--- src/rtl/usb_tx_buffered.sv ---
// USB low/full-speed transmit engine fed by a {last,data} byte FIFO: SYNC, LSB-first data,
// bit stuffing, NRZI, EOP and inter-packet gap, with underrun abort and drop of the remainder.
module usb_tx_buffered #(
    parameter int unsigned FIFO_DEPTH   = 16,
    parameter int unsigned CLKS_PER_BIT = 2,
    parameter int unsigned LS_DIVIDE    = 8,
    parameter int unsigned IFG_BITS     = 2
) (
    input  logic                        clk,
    input  logic                        reset,
    input  logic                        low_speed,
    input  logic [7:0]                  wr_data,
    input  logic                        wr_last,
    input  logic                        wr_valid,
    output logic                        wr_ready,
    output logic [1:0]                  d_o,
    output logic                        d_en,
    output logic                        busy,
    output logic [$clog2(FIFO_DEPTH):0] fifo_level,
    output logic                        underrun
);
    localparam int unsigned AW      = $clog2(FIFO_DEPTH);
    localparam int unsigned LS_CLKS = CLKS_PER_BIT * LS_DIVIDE;
    localparam int unsigned TW      = $clog2(LS_CLKS + 1);
    localparam int unsigned GW      = $clog2(IFG_BITS + 1);
    localparam logic [TW-1:0] FS_RELOAD  = TW'(CLKS_PER_BIT - 1);
    localparam logic [TW-1:0] LS_RELOAD  = TW'(LS_CLKS - 1);
    localparam logic [AW:0]   FULL_LEVEL = (AW+1)'(FIFO_DEPTH);

    typedef enum logic [2:0] {StIdle, StSync, StData, StEop, StGap} state_t;

    logic [8:0]    mem [FIFO_DEPTH];
    logic [AW-1:0] wr_ptr_q, rd_ptr_q;
    logic [AW:0]   count_q, pkt_cnt_q;
    logic          drop_q, rdy_q;

    state_t        state_q;
    logic          ls_q;
    logic [TW-1:0] tmr_q;
    logic [7:0]    sh_q;
    logic [2:0]    bit_cnt_q, ones_q;
    logic          cur_last_q;
    logic [1:0]    eop_cnt_q;
    logic [GW-1:0] gap_cnt_q;

    logic [8:0]    head;
    logic          full, empty, tick, start_cond, launch;
    logic          byte_end, need_byte, pop, push, wr_fire, underrun_now;
    logic [1:0]    j_cur, j_new;
    logic [TW-1:0] reload_cur;

    always_comb begin
        head         = mem[rd_ptr_q];
        full         = count_q == FULL_LEVEL;
        empty        = count_q == '0;
        tick         = tmr_q == '0;
        j_cur        = ls_q ? 2'b01 : 2'b10;
        j_new        = low_speed ? 2'b01 : 2'b10;
        reload_cur   = ls_q ? LS_RELOAD : FS_RELOAD;
        start_cond   = (pkt_cnt_q != '0) || full;
        // The last gap bit hands straight over to SYNC so the gap is exactly IFG_BITS long.
        launch       = start_cond && ((state_q == StIdle) ||
                       (state_q == StGap && tick && gap_cnt_q == '0));
        byte_end     = (state_q == StSync || state_q == StData) && tick &&
                       (ones_q != 3'd6) && (bit_cnt_q == 3'd7);
        need_byte    = byte_end && (state_q == StSync || !cur_last_q);
        pop          = need_byte && !empty;
        underrun_now = need_byte && empty;
        wr_ready     = rdy_q && (drop_q || !full);
        wr_fire      = wr_valid && wr_ready;
        push         = wr_fire && !drop_q;
    end

    assign fifo_level = count_q;

    always_ff @(posedge clk or negedge reset) begin
        if (!reset) begin
            wr_ptr_q  <= '0;
            rd_ptr_q  <= '0;
            count_q   <= '0;
            pkt_cnt_q <= '0;
            drop_q    <= 1'b0;
            rdy_q     <= 1'b0;
        end else begin
            rdy_q <= 1'b1;
            if (push) wr_ptr_q <= wr_ptr_q + AW'(1);
            if (pop)  rd_ptr_q <= rd_ptr_q + AW'(1);
            count_q   <= count_q + (AW+1)'(push) - (AW+1)'(pop);
            pkt_cnt_q <= pkt_cnt_q + (AW+1)'(push && wr_last) - (AW+1)'(pop && head[8]);
            if (underrun_now) begin
                drop_q <= 1'b1;
            end else if (wr_fire && drop_q && wr_last) begin
                drop_q <= 1'b0;
            end
        end
    end

    always_ff @(posedge clk) begin
        if (push) mem[wr_ptr_q] <= {wr_last, wr_data};
    end

    always_ff @(posedge clk or negedge reset) begin
        if (!reset) begin
            state_q    <= StIdle;
            d_o        <= 2'b10;
            d_en       <= 1'b0;
            busy       <= 1'b0;
            underrun   <= 1'b0;
            ls_q       <= 1'b0;
            tmr_q      <= '0;
            sh_q       <= '0;
            bit_cnt_q  <= '0;
            ones_q     <= '0;
            cur_last_q <= 1'b0;
            eop_cnt_q  <= '0;
            gap_cnt_q  <= '0;
        end else begin
            underrun <= 1'b0;
            if (launch) begin
                // SYNC is shifted out as byte 0x80; its first bit is a 0, i.e. a K.
                state_q    <= StSync;
                ls_q       <= low_speed;
                tmr_q      <= low_speed ? LS_RELOAD : FS_RELOAD;
                d_o        <= ~j_new;
                d_en       <= 1'b1;
                busy       <= 1'b1;
                sh_q       <= 8'h80;
                bit_cnt_q  <= '0;
                ones_q     <= '0;
                cur_last_q <= 1'b0;
            end else if (state_q != StIdle) begin
                if (!tick) begin
                    tmr_q <= tmr_q - TW'(1);
                end else begin
                    tmr_q <= reload_cur;
                    case (state_q)
                        StSync, StData: begin
                            if (ones_q == 3'd6) begin
                                d_o    <= ~d_o;
                                ones_q <= '0;
                            end else if (bit_cnt_q != 3'd7) begin
                                sh_q      <= sh_q >> 1;
                                bit_cnt_q <= bit_cnt_q + 3'd1;
                                if (sh_q[1]) begin
                                    ones_q <= ones_q + 3'd1;
                                end else begin
                                    d_o    <= ~d_o;
                                    ones_q <= '0;
                                end
                            end else if (pop) begin
                                state_q    <= StData;
                                sh_q       <= head[7:0];
                                cur_last_q <= head[8];
                                bit_cnt_q  <= '0;
                                if (head[0]) begin
                                    ones_q <= ones_q + 3'd1;
                                end else begin
                                    d_o    <= ~d_o;
                                    ones_q <= '0;
                                end
                            end else begin
                                underrun  <= underrun_now;
                                state_q   <= StEop;
                                d_o       <= 2'b00;
                                eop_cnt_q <= '0;
                            end
                        end
                        StEop: begin
                            eop_cnt_q <= eop_cnt_q + 2'd1;
                            if (eop_cnt_q == 2'd1) begin
                                d_o <= j_cur;
                            end else if (eop_cnt_q == 2'd2) begin
                                state_q   <= StGap;
                                d_en      <= 1'b0;
                                busy      <= 1'b0;
                                gap_cnt_q <= GW'(IFG_BITS - 1);
                            end
                        end
                        StGap: begin
                            if (gap_cnt_q == '0) begin
                                state_q <= StIdle;
                            end else begin
                                gap_cnt_q <= gap_cnt_q - GW'(1);
                            end
                        end
                        default: ;
                    endcase
                end
            end
        end
    end
endmodule
--- config.mk ---
export PLATFORM = sky130hd
export DESIGN_NAME = usb_tx_buffered
export DESIGN_NICKNAME = d
export VERILOG_FILES = /design/src/rtl/usb_tx_buffered.sv
export SDC_FILE = /design/constraint.sdc
export NUM_CORES = 1
export LEC_CHECK = 0
export BUFFER_PORTS_ARGS = -buffer_cell sky130_fd_sc_hd__clkbuf_2
export CAP_MARGIN = 5
export CORE_MARGIN = 2
export CORE_UTILIZATION = 56
export DETAILED_ROUTE_END_ITERATION = 7
export PLACE_DENSITY = 0.76
export RECOVER_POWER = 100
export SYNTH_ARGS = -nofsm -noshare
export SYNTH_HDL_FRONTEND = slang
export SYNTH_SLANG_ARGS = --single-unit
--- constraint.sdc ---
create_clock -name clk -period 3.15 [get_ports clk]
set_clock_uncertainty 0.1 [all_clocks]
set_input_delay 0.1575 -clock clk [delete_from_list [all_inputs] [get_ports clk]]
set_output_delay 0.1575 -clock clk [all_outputs]
set_load 0.05 [all_outputs]
# Word level (Yosys, flattened, before mapping)
# Memories as Yosys holds them, arrays and structs flattened.
# Index checks and enable logic that the tools add are counted.
[totals] mem_bits_rw=144 elab_cells=196 input_bits=13 mem_count=1 output_inout_bits=11 register_bits=52
[classes] bitwise=3 mux=82 reduce_logical=53 add_sub_neg=11 eq_ne=28
[mem_list] memory="mem" words=16 width=9 read_ports=1 rd_ports_with_merged_regs=0 write_ports=1 line_no="32" source="logic [8:0] mem [FIFO_DEPTH];"
[op_table] cell="$mux 3" n=24
[op_table] cell="$mux 8" n=7
[op_table] cell="$mux 2" n=17
[op_table] cell="$mux 1" n=25
[op_table] cell="$ne 3x3->1 const B" n=7
[op_table] cell="$ne 2x2->1 const B" n=9
[op_table] cell="$reduce_bool 2->1" n=9
[op_table] cell="$logic_and 1x1->1" n=16
[op_table] cell="$mux 5" n=3
[op_table] cell="$reduce_and 7->1" n=2
[op_table] cell="$pmux 2 s2" n=3
[op_table] cell="$reduce_and 6->1" n=2
[op_table] cell="$add 5x1->5" n=2
[op_table] cell="$logic_not 5->1" n=2
[op_table] cell="$reduce_and 5->1" n=2
[op_table] cell="$sub 5x1->5" n=2
[op_table] cell="$eq 3x3->1 const B" n=3
[op_table] cell="$pmux 3 s3" n=1
[op_table] cell="$reduce_bool 3->1" n=3
[op_table] cell="$add 4x1->4 const B" n=2
[op_table] cell="$mux 4" n=2
[op_table] cell="$reduce_and 8->1" n=1
[op_table] cell="$reduce_bool 4->1" n=2
[op_table] cell="$add 3x1->3 const B" n=2
[op_table] cell="20 further kinds" n=29

# Depth between registers and ports, before layout
[depth] depth_word=14 mapped_depth=16 ltp_nobuf=16

# Least setup slack after synthesis
# OpenSTA, ideal clock, no wires.
[synth_timing] path_type="register to register" startpoint="register count_q[2], in the netlist fifo_level[2]" endpoint="register pkt_cnt_q[4]" path_stages_with_launch=17 arrival_ns=3.251 path_buffers=0 period_less_slack_ns=3.477 slack_ns=-0.327 setup_time_ns=0.125 required_time_ns=2.925 cell_sequence="dfrtp_1 -> inv_1 -> ha_1 -> or4bb_1 -> o21a_1 -> nand3_1 -> or2_2 -> ha_1 -> inv_1 -> ha_1 -> inv_1 -> fa_1 -> inv_1 -> a21oi_1 -> nor2_1 -> nor2_1 -> xnor2_1"
[synth_via] elab_chain_len=9 word_cells_on_any_way=13 cone_classes="add/sub (2); eq/ne (1); reduce/logical (10)"
[synth_lines] element="from (decl)" line_no="34" source="logic [AW:0] count_q, pkt_cnt_q;"
[synth_lines] element="from (signal assigned)" line_no="88" source="count_q <= count_q + (AW+1)'(push) - (AW+1)'(pop);"
[synth_lines] element="$eq 5x5->1" line_no="54" source="full = count_q == FULL_LEVEL;"
[synth_lines] element="$logic_not 1->1" line_no="69" source="wr_ready = rdy_q && (drop_q || !full);"
[synth_lines] element="$logic_or 1x1->1" line_no="69"
[synth_lines] element="$logic_and 1x1->1" line_no="69"
[synth_lines] element="via wr_ready" line_no="15" source="output logic wr_ready,"
[synth_lines] element="$logic_and 1x1->1" line_no="70" source="wr_fire = wr_valid && wr_ready;"
[synth_lines] element="$logic_and 1x1->1" line_no="71" source="push = wr_fire && !drop_q;"
[synth_lines] element="$logic_and 1x1->1" line_no="89" source="pkt_cnt_q <= pkt_cnt_q + (AW+1)'(push && wr_last) - (AW+1)'(pop && head[8]);"
[synth_lines] element="$add 5x1->5" line_no="89"
[synth_lines] element="$sub 5x1->5" line_no="89"
[synth_lines] element="to (signal assigned)" line_no="89"
[synth_lines] element="to (decl)" line_no="34"
# The timed path passes the listed nets, and every way through them passes these cells.
# A chain may end at the register's enable or synchronous reset.

# Worst setup path after layout
[layout_timing] startpoint="register count_q[2], in the netlist fifo_level[2]" endpoint="register pkt_cnt_q[4]"
[layout_via] elab_chain_len=9 word_cells_on_any_way=13 cone_classes="add/sub (2); eq/ne (1); reduce/logical (10)"
[layout_lines] element="$eq 5x5->1" line_no="54"
[layout_lines] element="$logic_not 1->1" line_no="69"
[layout_lines] element="$logic_or 1x1->1" line_no="69"
[layout_lines] element="$logic_and 1x1->1" line_no="69"
[layout_lines] element="$logic_and 1x1->1" line_no="70"
[layout_lines] element="$logic_and 1x1->1" line_no="71"
[layout_lines] element="$logic_and 1x1->1" line_no="89"
[layout_lines] element="$add 5x1->5" line_no="89"
[layout_lines] element="$sub 5x1->5 (*)" line_no="89"
# Mark *: on every way between the ends. The rest lies on a longest branch, timed or not.

==> flow_metrics.tcl <==
set metrics [dict create \
    status "finished with violations" \
    violations "capacitance limit, slew limit" \
    vias 5018 \
    critical_path_required_ns 3.37 \
    synthToLayoutAreaGrowth_pct 13.0 \
    rows 45 \
    place_hpwl_um 11200 \
    maxCapViolCount 1 \
    final_common_cell "edfxtp_1" \
    yosys.area_share.simple_pct 7.83 \
    clock-sinks 195 \
    die_area_sq_mm 0.0164 \
    core-area_sq_mm 0.0151 \
    synth_nets 632 \
    die_h_um 128 \
    initial_core_util_pct 57.1 \
    fmax_mhz 331 \
    leakage_nw 3.55 \
    startpoint "fifo_level[2]" \
    die_x_um 128 \
    io_buffers 23 \
    path_clk_slew_ns 0.08 \
    synth-edff-count 144 \
    route.detailed.drc 0 \
    num_antenna_cells 0 \
    start_kind "flop" \
    synthCells 591 \
    pin_count 24 \
    gp_congestion 0.853 \
    routed_wl_um 17300 \
    finalHoldViolCount 0 \
    setup.worst_path.end "pkt_cnt_q[4]" \
    drive_gt1_share_pct 17.4 \
    crit_fanout 3 \
    slew_headroom_pct -39.0 \
    r2r_end "pkt_cnt_q[4]" \
    synth_area_sq_mm 0.00861 \
    fin_total_pwr_mw 7.35 \
    ir_worst_vdd_mv 0.610 \
    critical_path.endpoint_type "flop" \
    grt_overflow 0 \
    reg2reg_from "fifo_level[2]" \
    track_usage_pct 22.6 \
    max_slew.worst_pin.slew_ns 2.09 \
    synth_top_family_by_area "multiplexers" \
    synth_xor_area_share_pct 1.63 \
    antenna_found_initial 0 \
    synth-compound-area-share_pct 7.16 \
    final_nets 676 \
    cts_tree "built" \
    clk_latency_ns 0.44 \
    routedWlPerCell_um 20.6 \
    muxShareOfSynthArea_pct 10.9 \
    synth_adder_area_share_pct 4.36 \
    path_class "reg2reg" \
    yosysSeqAreaShare_pct 65.1 \
    numCtsBuffers 17 \
    initialDrtViolationCount 507 \
    clockRootBuffer "clkbuf_16" \
    synth-seq-cells 195 \
    grt_pass1_wl_um 27300 \
    r2r.worst_path.cells 16 \
    synth_ff_type "edfxtp_1" \
    cts_buffer_depth 2 \
    worstHoldStart "wr_data[7]" \
    syn_avg_cell_area_sq_um 14.6 \
    cp.arrival_ns 3.24 \
    setup-violations-final 0 \
    synth_cell_type_count 61 \
    fin_crit_sh_pct 95.9 \
    setup_tns_ns 0 \
    holdWs_ns 0.0996 \
    postRouteAntennaNets 0 \
    r2r_setup_slack_ns 0.13 \
    cts_htree_levels 4 \
    finalMaxSlewViolations 38 \
    grt_max_degree 46 \
    firstDrtPassIters 5 \
    grt_pass1_vias 5043 \
    viasPerCell 6.00 \
    synthArstFlopShare_pct 26.2 \
    powerDensity_mw_per_mm2 755 \
    fin_crit_ns 3.02 \
    mostFrequentLayoutCells "edfxtp_1, nand2_1, dfrtp_1, inv_1, mux2i_1" \
    ys_warn_count 0 \
    hold_path.class "in2reg" \
]
==> report_power, final <==
group	total [mW]	switching [mW]	internal (mW)	leakage, nW
logic	1.66	0.978	0.679	1.30
clock network	2.34	1.04	1.30	0.315
registers	3.35	0.247	3.10	1.93
==> worst max-delay path, cell delays in order, from the launching register on <==
cell     delay (ns)
dfrtp_2        0.42
inv_2          0.06
ha_1           0.17
or4bb_4        0.48
o21a_4         0.21
nand3_1        0.10
or2_2          0.13
ha_1           0.22
inv_1          0.06
ha_2           0.17
inv_1          0.05
fa_2           0.35
inv_1          0.07
a21oi_1        0.06
nor2_1         0.09
nor2_1         0.05
xnor2_1        0.11
==> cell families after synthesis <==
kind of cell / after synthesis
flip-flops: 195
AND/OR/NAND/NOR: 125
AO/OA/AOI/OAI: 92
buffers and inverters: 67
multiplexers: 66
adder cells (fa/ha/maj): 29
XOR/XNOR: 16
other: 1
==> worst min path at each step <==
stage / endpoint / slack (ns) / cells past startpoint
after detailed placement: eop_cnt_q[0] / 0.25 / 1
after floorplan: bit_cnt_q[0] / -0.24 / 0
after CTS: mem[14][7] / 0.02 / 1
after global placement: eop_cnt_q[1] / 0.24 / 1
after global routing: mem[7][5] / 0.18 / 1
final: mem[14][7] / 0.1 / 1
==> flip-flops by register name, indices dropped and copies added, names as in the netlist, 2 cells and up <==
signal and cells:
d_o 2, fifo_level 5, wr_ptr_q 4, state_q 3, ones_q 3, gap_cnt_q 2
rd_ptr_q 4, mem 144, pkt_cnt_q 5, eop_cnt_q 2, bit_cnt_q 3, tmr_q 5
sh_q 7
==> final cells by class <==
class	count	area [sq um]
clock buffers	17	425
clock inverters	15	231
fillers	1031	5360
inverters	41	154
multi-input cells	329	2780
flip-flops and latches	195	5610
well taps	188	235
repair buffers	51	305
==> cell usage after synthesis, drive strengths merged (3+ instances only) <==
cell type	number	area, sq um
edfxtp	144	4320
dfrtp	50	1250
nand2	45	169
inv	41	154
mux2i	36	360
o21ai	28	140
ha	26	325
a21oi	21	105
mux4	21	473
and2	17	106
buf	13	61.3
clkbuf	13	48.8
nor2	12	45.0
xnor2	12	105
a22oi	10	75.1
and3	10	62.6
mux2	9	101
a22o	8	70.1
nand3	7	35.0
a21o	6	45.0
nand4	6	37.5
nor3	6	35.0
a31oi	4	40.0
xor2	4	35.0
nor2b	3	18.8
nor3b	3	22.5
o31ai	3	22.5
==> through the flow <==
step	utilization, %	area [sq um]	cells	setup WS, ns
6_report	64.5	9730	836	0.128
3_3_place_gp	59.8	9030	797	0.0862
4_1_cts	64.4	9720	832	0.0380
3_5_place_dp	59.8	9030	797	-0.00745
2_1_floorplan	-	8640	591	0.00712
5_1_grt	64.5	9730	836	-0.0105
==> repair_timing <==
item | 4_1_cts | 5_1_grt
endpoints found under the setup margin | 1 | 2
setup buffers | 0 | 4
pin swaps | 0 | 1
resized for setup | 1 | 7
hold endpoints to repair | 39 | 0
cloned | 0 | 0
hold buffers | 3 | 0
==> metal layers <==
layer	vias up	track usage [%]	part of all wire [%]
li1	2291	-	-
met1	2508	29.6	42
met2	195	37.9	51
met3	24	4.30	5.7
met4	0	8.53	1.6
met5	-	0	0
No activity file was read; power rests on OpenSTA's default activity.
